==> config.mk <==
export PLATFORM = sky130hd
export DESIGN_NAME = mem_refill_engine
export DESIGN_NICKNAME = d
export VERILOG_FILES = /design/src/rtl/mem_refill_engine.sv
export SDC_FILE = /design/constraint.sdc
export NUM_CORES = 1
export LEC_CHECK = 0
export ABC_AREA = 1
export CAP_MARGIN = 20
export CORE_ASPECT_RATIO = 0.5
export CORE_MARGIN = 2
export CORE_UTILIZATION = 55
export CTS_BUF_LIST = sky130_fd_sc_hd__clkbuf_8
export CTS_CLUSTER_SIZE = 25
export DETAILED_ROUTE_END_ITERATION = 6
export PLACE_DENSITY = 0.81
export SYNTH_ARGS = -nofsm -noshare
export SYNTH_HDL_FRONTEND = slang
export SYNTH_SLANG_ARGS = --single-unit
==> constraint.sdc <==
create_clock -name clk -period 4.6 [get_ports clk]
set_clock_uncertainty 0.2 [all_clocks]
set_input_delay 0.69 -clock clk [delete_from_list [all_inputs] [get_ports clk]]
set_output_delay 0.69 -clock clk [all_outputs]
set_load 0.1 [all_outputs]
==> src/rtl/mem_refill_engine.sv <==
// -----------------------------------------------------------------------------
// mem_refill_engine
//   Memory-side refill engine for the cache miss handler. It accepts one block
//   request, reads BEATS words from a fixed-latency backing memory and streams
//   them in order over a valid/ready link. An output FIFO plus read credits
//   make sure no beat is lost under backpressure or a global halt.
//
// Ports
//   clk               clock, all state on the rising edge
//   arst_n            synchronous active-low reset
//   i_halt            global stall (blocks issue, output valid and acceptance)
//   i_mem_req_addr    block address {tag, set, offset}
//   i_mem_req_valid   request valid
//   o_req_ready       high only in IDLE while not halted
//   o_mem_data        FIFO head beat
//   o_mem_data_valid  FIFO non-empty and not halted
//   i_mem_ready       consumer accepts a beat
//   o_bm_addr         backing-memory word address {block, beat index}
//   o_bm_rd_en        backing-memory read strobe
//   i_bm_rdata        read data, RD_LATENCY cycles after the strobe
//   o_burst_done      one-cycle pulse on the transfer of the last beat
//   o_busy            engine not in IDLE
// -----------------------------------------------------------------------------
module mem_refill_engine #(
    parameter int REQ_ADDR_W     = 16,
    parameter int DATA_W         = 40,
    parameter int BEATS          = 8,
    parameter int BM_ADDR_W      = 15,
    parameter int RD_LATENCY     = 2,
    parameter int FIFO_DEPTH     = 4,
    parameter int CRITICAL_FIRST = 0
) (
    input  logic                  clk,
    input  logic                  arst_n,
    input  logic                  i_halt,
    input  logic [REQ_ADDR_W-1:0] i_mem_req_addr,
    input  logic                  i_mem_req_valid,
    output logic                  o_req_ready,
    output logic [DATA_W-1:0]     o_mem_data,
    output logic                  o_mem_data_valid,
    input  logic                  i_mem_ready,
    output logic [BM_ADDR_W-1:0]  o_bm_addr,
    output logic                  o_bm_rd_en,
    input  logic [DATA_W-1:0]     i_bm_rdata,
    output logic                  o_burst_done,
    output logic                  o_busy
);

    localparam int OFS_W = 4;                          // offset bits of the request
    localparam int TAG_W = REQ_ADDR_W - OFS_W;         // block part kept for the burst
    localparam int IDX_W = $clog2(BEATS);
    localparam int ISS_W = $clog2(BEATS + 1);
    localparam int CNT_W = $clog2(FIFO_DEPTH + 1);
    localparam int PTR_W = $clog2(FIFO_DEPTH);
    localparam int INF_W = $clog2(RD_LATENCY + 1);
    localparam logic [CNT_W:0] DEPTH_L = (CNT_W + 1)'(FIFO_DEPTH);

    typedef enum logic [1:0] {ST_IDLE, ST_BURST, ST_DRAIN} state_t;

    state_t              state_q, state_d;
    logic [TAG_W-1:0]    tag_q, tag_d;
    logic [IDX_W-1:0]    beat_idx_q, beat_idx_d;
    logic [ISS_W-1:0]    issue_cnt_q, issue_cnt_d;
    logic [IDX_W-1:0]    xfer_cnt_q, xfer_cnt_d;
    logic [RD_LATENCY-1:0] pipe_q, pipe_d;
    logic [CNT_W-1:0]    fifo_count_q, fifo_count_d;
    logic [PTR_W-1:0]    wr_ptr_q, wr_ptr_d;
    logic [PTR_W-1:0]    rd_ptr_q, rd_ptr_d;
    logic [DATA_W-1:0]   fifo_mem_q [FIFO_DEPTH];

    logic [INF_W-1:0]    inflight;
    logic                credit_ok;
    logic                req_ready, rd_en, accept, push, pop, done, data_valid;
    logic                unused_bits;

    assign unused_bits = i_mem_req_addr[0];

    // Reads in flight, counted from the return-tracking pipe.
    always_comb begin
        inflight = '0;
        for (int i = 0; i < RD_LATENCY; i++) begin
            inflight = inflight + INF_W'(pipe_q[i]);
        end
    end

    // A read may issue only if the FIFO has room for it once every read already
    // in flight has landed; this is what makes overflow impossible.
    assign credit_ok = ({1'b0, fifo_count_q} + (CNT_W + 1)'(inflight)) < DEPTH_L;

    // ---------------- FSM: state register ----------------
    always_ff @(posedge clk) begin
        if (!arst_n) begin
            state_q <= ST_IDLE;
        end else begin
            state_q <= state_d;
        end
    end

    // ---------------- FSM: next state ----------------
    always_comb begin
        state_d = state_q;
        case (state_q)
            ST_IDLE:  if (accept) state_d = ST_BURST;
            ST_BURST: if (rd_en && issue_cnt_q == ISS_W'(BEATS - 1)) state_d = ST_DRAIN;
            ST_DRAIN: if (done) state_d = ST_IDLE;
            default:  state_d = ST_IDLE;
        endcase
    end

    // ---------------- FSM: outputs ----------------
    always_comb begin
        req_ready        = (state_q == ST_IDLE) && !i_halt;
        accept           = req_ready && i_mem_req_valid;
        rd_en            = (state_q == ST_BURST) && !i_halt && credit_ok;
        data_valid       = (fifo_count_q != '0) && !i_halt;
        pop              = data_valid && i_mem_ready;
        push             = pipe_q[RD_LATENCY-1];
        done             = pop && (xfer_cnt_q == IDX_W'(BEATS - 1));
        o_req_ready      = req_ready;
        o_bm_rd_en       = rd_en;
        o_bm_addr        = {tag_q, beat_idx_q};
        o_mem_data_valid = data_valid;
        // Gated so the data bus reads 0 whenever the FIFO is empty.
        o_mem_data       = (fifo_count_q != '0) ? fifo_mem_q[rd_ptr_q] : '0;
        o_burst_done     = done;
        o_busy           = (state_q != ST_IDLE);
    end

    // ---------------- datapath next state ----------------
    always_comb begin
        tag_d        = tag_q;
        beat_idx_d   = beat_idx_q;
        issue_cnt_d  = issue_cnt_q;
        xfer_cnt_d   = xfer_cnt_q;
        wr_ptr_d     = wr_ptr_q;
        rd_ptr_d     = rd_ptr_q;
        fifo_count_d = fifo_count_q;

        if (accept) begin
            tag_d       = i_mem_req_addr[REQ_ADDR_W-1:OFS_W];
            beat_idx_d  = (CRITICAL_FIRST != 0) ? i_mem_req_addr[OFS_W-1:OFS_W-IDX_W] : '0;
            issue_cnt_d = '0;
            xfer_cnt_d  = '0;
        end

        if (rd_en) begin
            beat_idx_d  = beat_idx_q + 1'b1;   // natural wrap mod BEATS
            issue_cnt_d = issue_cnt_q + 1'b1;
        end

        if (pop) begin
            xfer_cnt_d = xfer_cnt_q + 1'b1;
            rd_ptr_d   = (rd_ptr_q == PTR_W'(FIFO_DEPTH - 1)) ? '0 : rd_ptr_q + 1'b1;
        end

        if (push) begin
            wr_ptr_d = (wr_ptr_q == PTR_W'(FIFO_DEPTH - 1)) ? '0 : wr_ptr_q + 1'b1;
        end

        case ({push, pop})
            2'b10:   fifo_count_d = fifo_count_q + 1'b1;
            2'b01:   fifo_count_d = fifo_count_q - 1'b1;
            default: fifo_count_d = fifo_count_q;
        endcase

        // The pipe keeps shifting during a halt so issued reads always land.
        pipe_d = (pipe_q << 1) | RD_LATENCY'(rd_en);
    end

    always_ff @(posedge clk) begin
        if (!arst_n) begin
            tag_q        <= '0;
            beat_idx_q   <= '0;
            issue_cnt_q  <= '0;
            xfer_cnt_q   <= '0;
            pipe_q       <= '0;
            fifo_count_q <= '0;
            wr_ptr_q     <= '0;
            rd_ptr_q     <= '0;
        end else begin
            tag_q        <= tag_d;
            beat_idx_q   <= beat_idx_d;
            issue_cnt_q  <= issue_cnt_d;
            xfer_cnt_q   <= xfer_cnt_d;
            pipe_q       <= pipe_d;
            fifo_count_q <= fifo_count_d;
            wr_ptr_q     <= wr_ptr_d;
            rd_ptr_q     <= rd_ptr_d;
        end
    end

    // FIFO storage is small, so it lives in registers and the head is read
    // combinationally; contents need no reset because the count gates them.
    always_ff @(posedge clk) begin
        if (arst_n && push) begin
            fifo_mem_q[wr_ptr_q] <= i_bm_rdata;
        end
    end

endmodule

After elaboration in Yosys (flattened, before gate mapping)
Memory sizes are Yosys's and may differ from the RTL's. A register that Yosys moved wholly into a read port is not among the register bits.
Cells that the tools add are included.

operators by class
  bitwise operators = 1
  reduce and logical (&&, ||, !) cells = 17
  muxes and demuxes = 17
  magnitude comparators = 1
  multipliers = 0
  equality and inequality tests = 11
  div/mod/pow operators = 0
  add/subtract/negate cells = 9
  shift operators = 0

operators with widths
  kind                                                                           count
  40-bit 2-to-1 mux                                                              1
  2-bit 2-to-1 mux                                                               7
  3-bit by 1-bit adder with 3-bit output (second input constant)                 3
  1-bit logical AND                                                              9
  3-bit 2-to-1 mux                                                               3
  2-bit == test (second input constant)                                          4
  4-bit 2-to-1 mux                                                               2
  2-bit nonzero test                                                             4
  2-bit inequality test (second input constant)                                  3
  2-bit case mux with 3 select lines                                             1
  3-bit case mux with 2 select lines                                             1
  2-bit by 1-bit adder with 2-bit output (second input constant)                 2
  3-bit by 2-bit adder with 4-bit output                                         1
  4-bit by 1-bit adder with 4-bit output (second input constant)                 1
  2-bit by 1-bit == test with 1-bit output (second input constant)               2
  4-bit by 3-bit == test with 1-bit output (second input constant)               1
  4-bit by 3-bit less-than comparator with 1-bit output (second input constant)  1
  3-bit == test (second input constant)                                          1
  3-bit AND reduction                                                            1
  3-bit nonzero test                                                             1
  3-bit by 1-bit subtractor with 3-bit output (second input constant)            1
  1-bit by 1-bit adder with 2-bit output                                         1
  2-bit logical NOT                                                              1
  1-bit 2-to-1 mux                                                               2
  other kinds (2)                                                                2

word-level totals
  bits in latches = 0
  bits in read-only memories = 0
  register bits = 33
  RAM bits = 160
  input port bits = 61
  word-level logic and storage cells = 66
  memories kept = 1
  output and inout port bits = 60

memories
  memory      words  bits a word  read ports  clocked after memory_dff  wr ports  line  source
  fifo_mem_q  4      40           1           1                         1         69    logic [DATA_W-1:0] fifo_mem_q [FIFO_DEPTH];

Logic depth before layout (Yosys ltp)
  depth in word-level cells = 7
  gate-level depth with buffers = 12
  gate-level depth less buffers = 12

Worst setup path before layout
Ideal clock, no wire load.

  kind = reg-to-output
  start = register (tool-made name)
  end = output port o_mem_data[29]
  stages on the path, launching flop included = 6
  required time = 3710 ps
  arrival time = 2288 ps
  path buffers = 2
  path slack = 1422 ps
  cell sequence = dfxtp_1 > buf_4 > inv_2 > clkbuf_2 > o21ai_0 > a21oi_1

RTL lines
  element           line  source
  end: declaration  39    output logic [DATA_W-1:0] o_mem_data,

==> results.sh <==
export IMPL_outcome="finished, final reports clean"
export IMPL_start_util_pct=57.1
export IMPL_r2r_end="fifo_count_q[2]$_SDFFE_PN0P_"
export IMPL_grt_pass1_wl_um=25000
export IMPL_setup_tns_ns=0
export IMPL_numCtsBuffers=17
export IMPL_drt_first_pass_iters=5
export IMPL_crit_arrival_ns=2.52
export IMPL_p_leak_nw=3.40
export IMPL_path_max_fanout=60
export IMPL_vias=5345
export IMPL_async_reset_ff_share_pct=0
export IMPL_slew_headroom_pct=32.9
export IMPL_wirelength_um=15900
export IMPL_synth_largest_area_cell="edfxtp_1"
export IMPL_portBuffers=116
export IMPL_synth_top_area_share_pct=61.4
export IMPL_synth_ff_latch_count=195
export IMPL_synth_cells=683
export IMPL_synthTopCellsByCount="174 x nor2_1, 160 x edfxtp_1, 65 x a21oi_1"
export IMPL_slew_viol_final=0
export IMPL_worst_setup_path_start_kind="flip-flop"
export IMPL_clk_latency_ns=0.45
export IMPL_layout_drive_gt1_share_pct=13.2
export IMPL_maxCapViolations=0
export IMPL_cts_setup_buffers=0
export IMPL_hold_depth=2
export IMPL_num_rows=30
export IMPL_rsz0062_at_grt="no"
export IMPL_ys_flop_type="edfxtp_1"
export IMPL_setup_viol=0
export IMPL_synth_edf_count=160
export IMPL_place_congestion=0.751
export IMPL_drtIter0Drc=323
export IMPL_gr_total_overflow=0
export IMPL_min_from="pipe_q[0]$_SDFF_PN0_"
export IMPL_die_area_um2=15200
export IMPL_numClockSinks=195
export IMPL_io_pin_count=121
export IMPL_ant_nets=0
export IMPL_ctsHoldBuffers=0
export IMPL_area_growth_pct=20.8
export IMPL_yosysMostFrequentCell="nor2_1"
export IMPL_syn_cell_area_um2=7820
export IMPL_grt_total_usage_pct=21.3
export IMPL_die_h_um=88.3
export IMPL_p_per_area_nw_per_um2=361
export IMPL_hold_end="pipe_q[1]$_SDFF_PN0_"
export IMPL_grt_max_degree=81
export IMPL_cp_end_kind="primary output"
export IMPL_drc=0
export IMPL_fin_ws_ns=1.19
export IMPL_avgRoutedWirePerCell_um=16.0
export IMPL_synth_yosys_warnings=0
export IMPL_synth_area_leaders="edfxtp_1 61%, dfxtp_1 9.0%, nor2_1 8.4%"
export IMPL_max_freq_ghz=0.294
export IMPL_worst_pin_slew_ns=1.00
export IMPL_tritoncts="yes"
export IMPL_clockBufferDepth=2
export IMPL_finalHoldViolCount=0
export IMPL_syn_nets=756
export IMPL_cts_resized=0
export IMPL_crit_type="flip-flop to primary output"
export IMPL_fin_crit_ns=3.41
export IMPL_fp_dieW_um=173
export IMPL_required_ns=3.71
export IMPL_worstRegToRegCells=11
export IMPL_core_area_um2=13700
export IMPL_rrSetupSlack_ns=2.38
export IMPL_period_share_pct=74.0
export IMPL_cts_max_level=4
export IMPL_hold_class="flip-flop to flip-flop"
export IMPL_antenna_found_initial=1
export IMPL_cts_root_buf="clkbuf_8"
export IMPL_r2r_start="fifo_count_q[1]$_SDFFE_PN0P_"
export IMPL_syn_avg_cell_area_um2=11.5
export IMPL_viasPerCell=5.37
export IMPL_yosysSeqAreaShare_pct=70.4
export IMPL_first_global_vias=5261
export IMPL_ir_drop_mv=0.152
export IMPL_synth_distinct_cells=27
export IMPL_final_nets=863
export IMPL_hpwl_um=9220
export IMPL_fin_util_pct=69.0
export IMPL_post_place_ws_ns=1.21
export IMPL_clkSlewWorstSetupHoldPaths_ns=0.09
==> critical path, stage by stage (launching register included) <==
cell and delay, ns:
dfxtp_2 0.33, inv_2 0.69, buf_4 0.39, o21ai_0 0.16, a21oi_1 0.15, buf_4 0.31
==> registers in the layout (all words and copies together), names as in the netlist, named ones only <==
| signal | flops |
|---|---|
| fifo_mem_q | 160 |
| tag_q | 12 |
| issue_cnt_q | 4 |
| beat_idx_q | 3 |
| fifo_count_q | 3 |
| xfer_cnt_q | 3 |
| pipe_q | 2 |
| rd_ptr_q | 2 |
| state_q | 2 |
| wr_ptr_q | 2 |
==> layout by cell type, fill, tap and decap left out <==
| cell | synthesis | layout |
|---|---|---|
| a211oi_1 | 1 | 1 |
| clkinv_2 | 0 | 1 |
| bufinv_16 | 0 | 2 |
| nor2_1 | 174 | 170 |
| clkinv_1 | 0 | 1 |
| nor2_2 | 1 | 1 |
| nand3_1 | 20 | 20 |
| nand2_1 | 44 | 44 |
| fa_1 | 1 | 1 |
| inv_2 | 4 | 4 |
| clkbuf_8 | 0 | 17 |
| clkinv_4 | 0 | 1 |
| nand2_2 | 1 | 1 |
| edfxtp_1 | 160 | 160 |
| ha_1 | 11 | 11 |
| nand4_1 | 4 | 4 |
| inv_1 | 28 | 29 |
| diode_2 | 0 | 1 |
| clkinvlp_4 | 0 | 2 |
| dfxtp_2 | 0 | 2 |
| nand3_2 | 2 | 2 |
| o21ai_1 | 22 | 22 |
| dfxtp_1 | 35 | 33 |
| o21ai_2 | 2 | 2 |
| buf_12 | 0 | 2 |
| buf_4 | 3 | 50 |
| nand2_4 | 3 | 3 |
| clkdlybuf4s50_1 | 0 | 73 |
| nor2_4 | 2 | 6 |
| a21oi_2 | 2 | 2 |
| inv_6 | 0 | 3 |
| inv_8 | 0 | 4 |
| a21oi_1 | 65 | 65 |
| o21ai_0 | 63 | 63 |
| nor2_8 | 1 | 1 |
==> metal layers <==
metal | vias to the layer above | wire, um | track usage (%)
met3 | 15 | 1180 | 6.92
li1 | 2572 | - | -
met2 | 187 | 7920 | 38.2
met5 | - | 0 | 0
met1 | 2571 | 6660 | 25.0
met4 | 0 | 148 | 7.38
==> cell type report <==
class	instances	area [um2]
Clock inverter	15	168
Timing Repair Buffer	125	1150
Tap cell	192	240
Sequential cell	195	5510
Inverter	32	120
Fill cell	954	4250
Clock buffer	17	234
Antenna cell	1	2.50
Multi-Input combinational cell	419	2030
==> power breakdown <==
group	leakage, nW	internal [W]	switching (W)
clock network	0.204	0.000498	0.000617
logic	1.47	0.0000977	0.000274
registers	1.72	0.00191	0.00000662
==> worst max-delay path by stage <==
stage / slack [ns] / cells after the start / end / from
after floorplan: 1.42 / 5 / o_mem_data[29] / flip-flop
after global placement: 1.26 / 3 / o_mem_data_valid / i_halt
after detailed placement: 1.21 / 4 / fifo_mem_q[1][15]$_DFFE_PP_ / arst_n
after CTS: 1.18 / 5 / o_mem_data[6] / flip-flop
after global routing: 1.02 / 5 / o_mem_data[18] / flip-flop
final: 1.19 / 5 / o_mem_data[6] / flip-flop
==> through the flow <==
stage          hold slack (ns)  area (um2)  instances  total power (W)
2_1_floorplan            0.219        7820        683          0.00221
3_3_place_gp             0.227        9050        963          0.00233
3_5_place_dp             0.231        9050        963          0.00233
4_1_cts                  0.240        9450        995          0.00342
5_1_grt                  0.266        9450        995          0.00351
6_report                 0.241        9450        996          0.00341
==> cell families (layout without fill, tap and decap cells) <==
group,count (synthesis),in the layout,share of synthesized area [%]
buf+inv,69,189,4.00
other cells,0,1,0
compound gates,155,155,10.1
flops,195,195,70.4
fa+ha+maj,12,12,2.02
simple gates,252,252,13.5
Power figures use the tool's default switching activity.
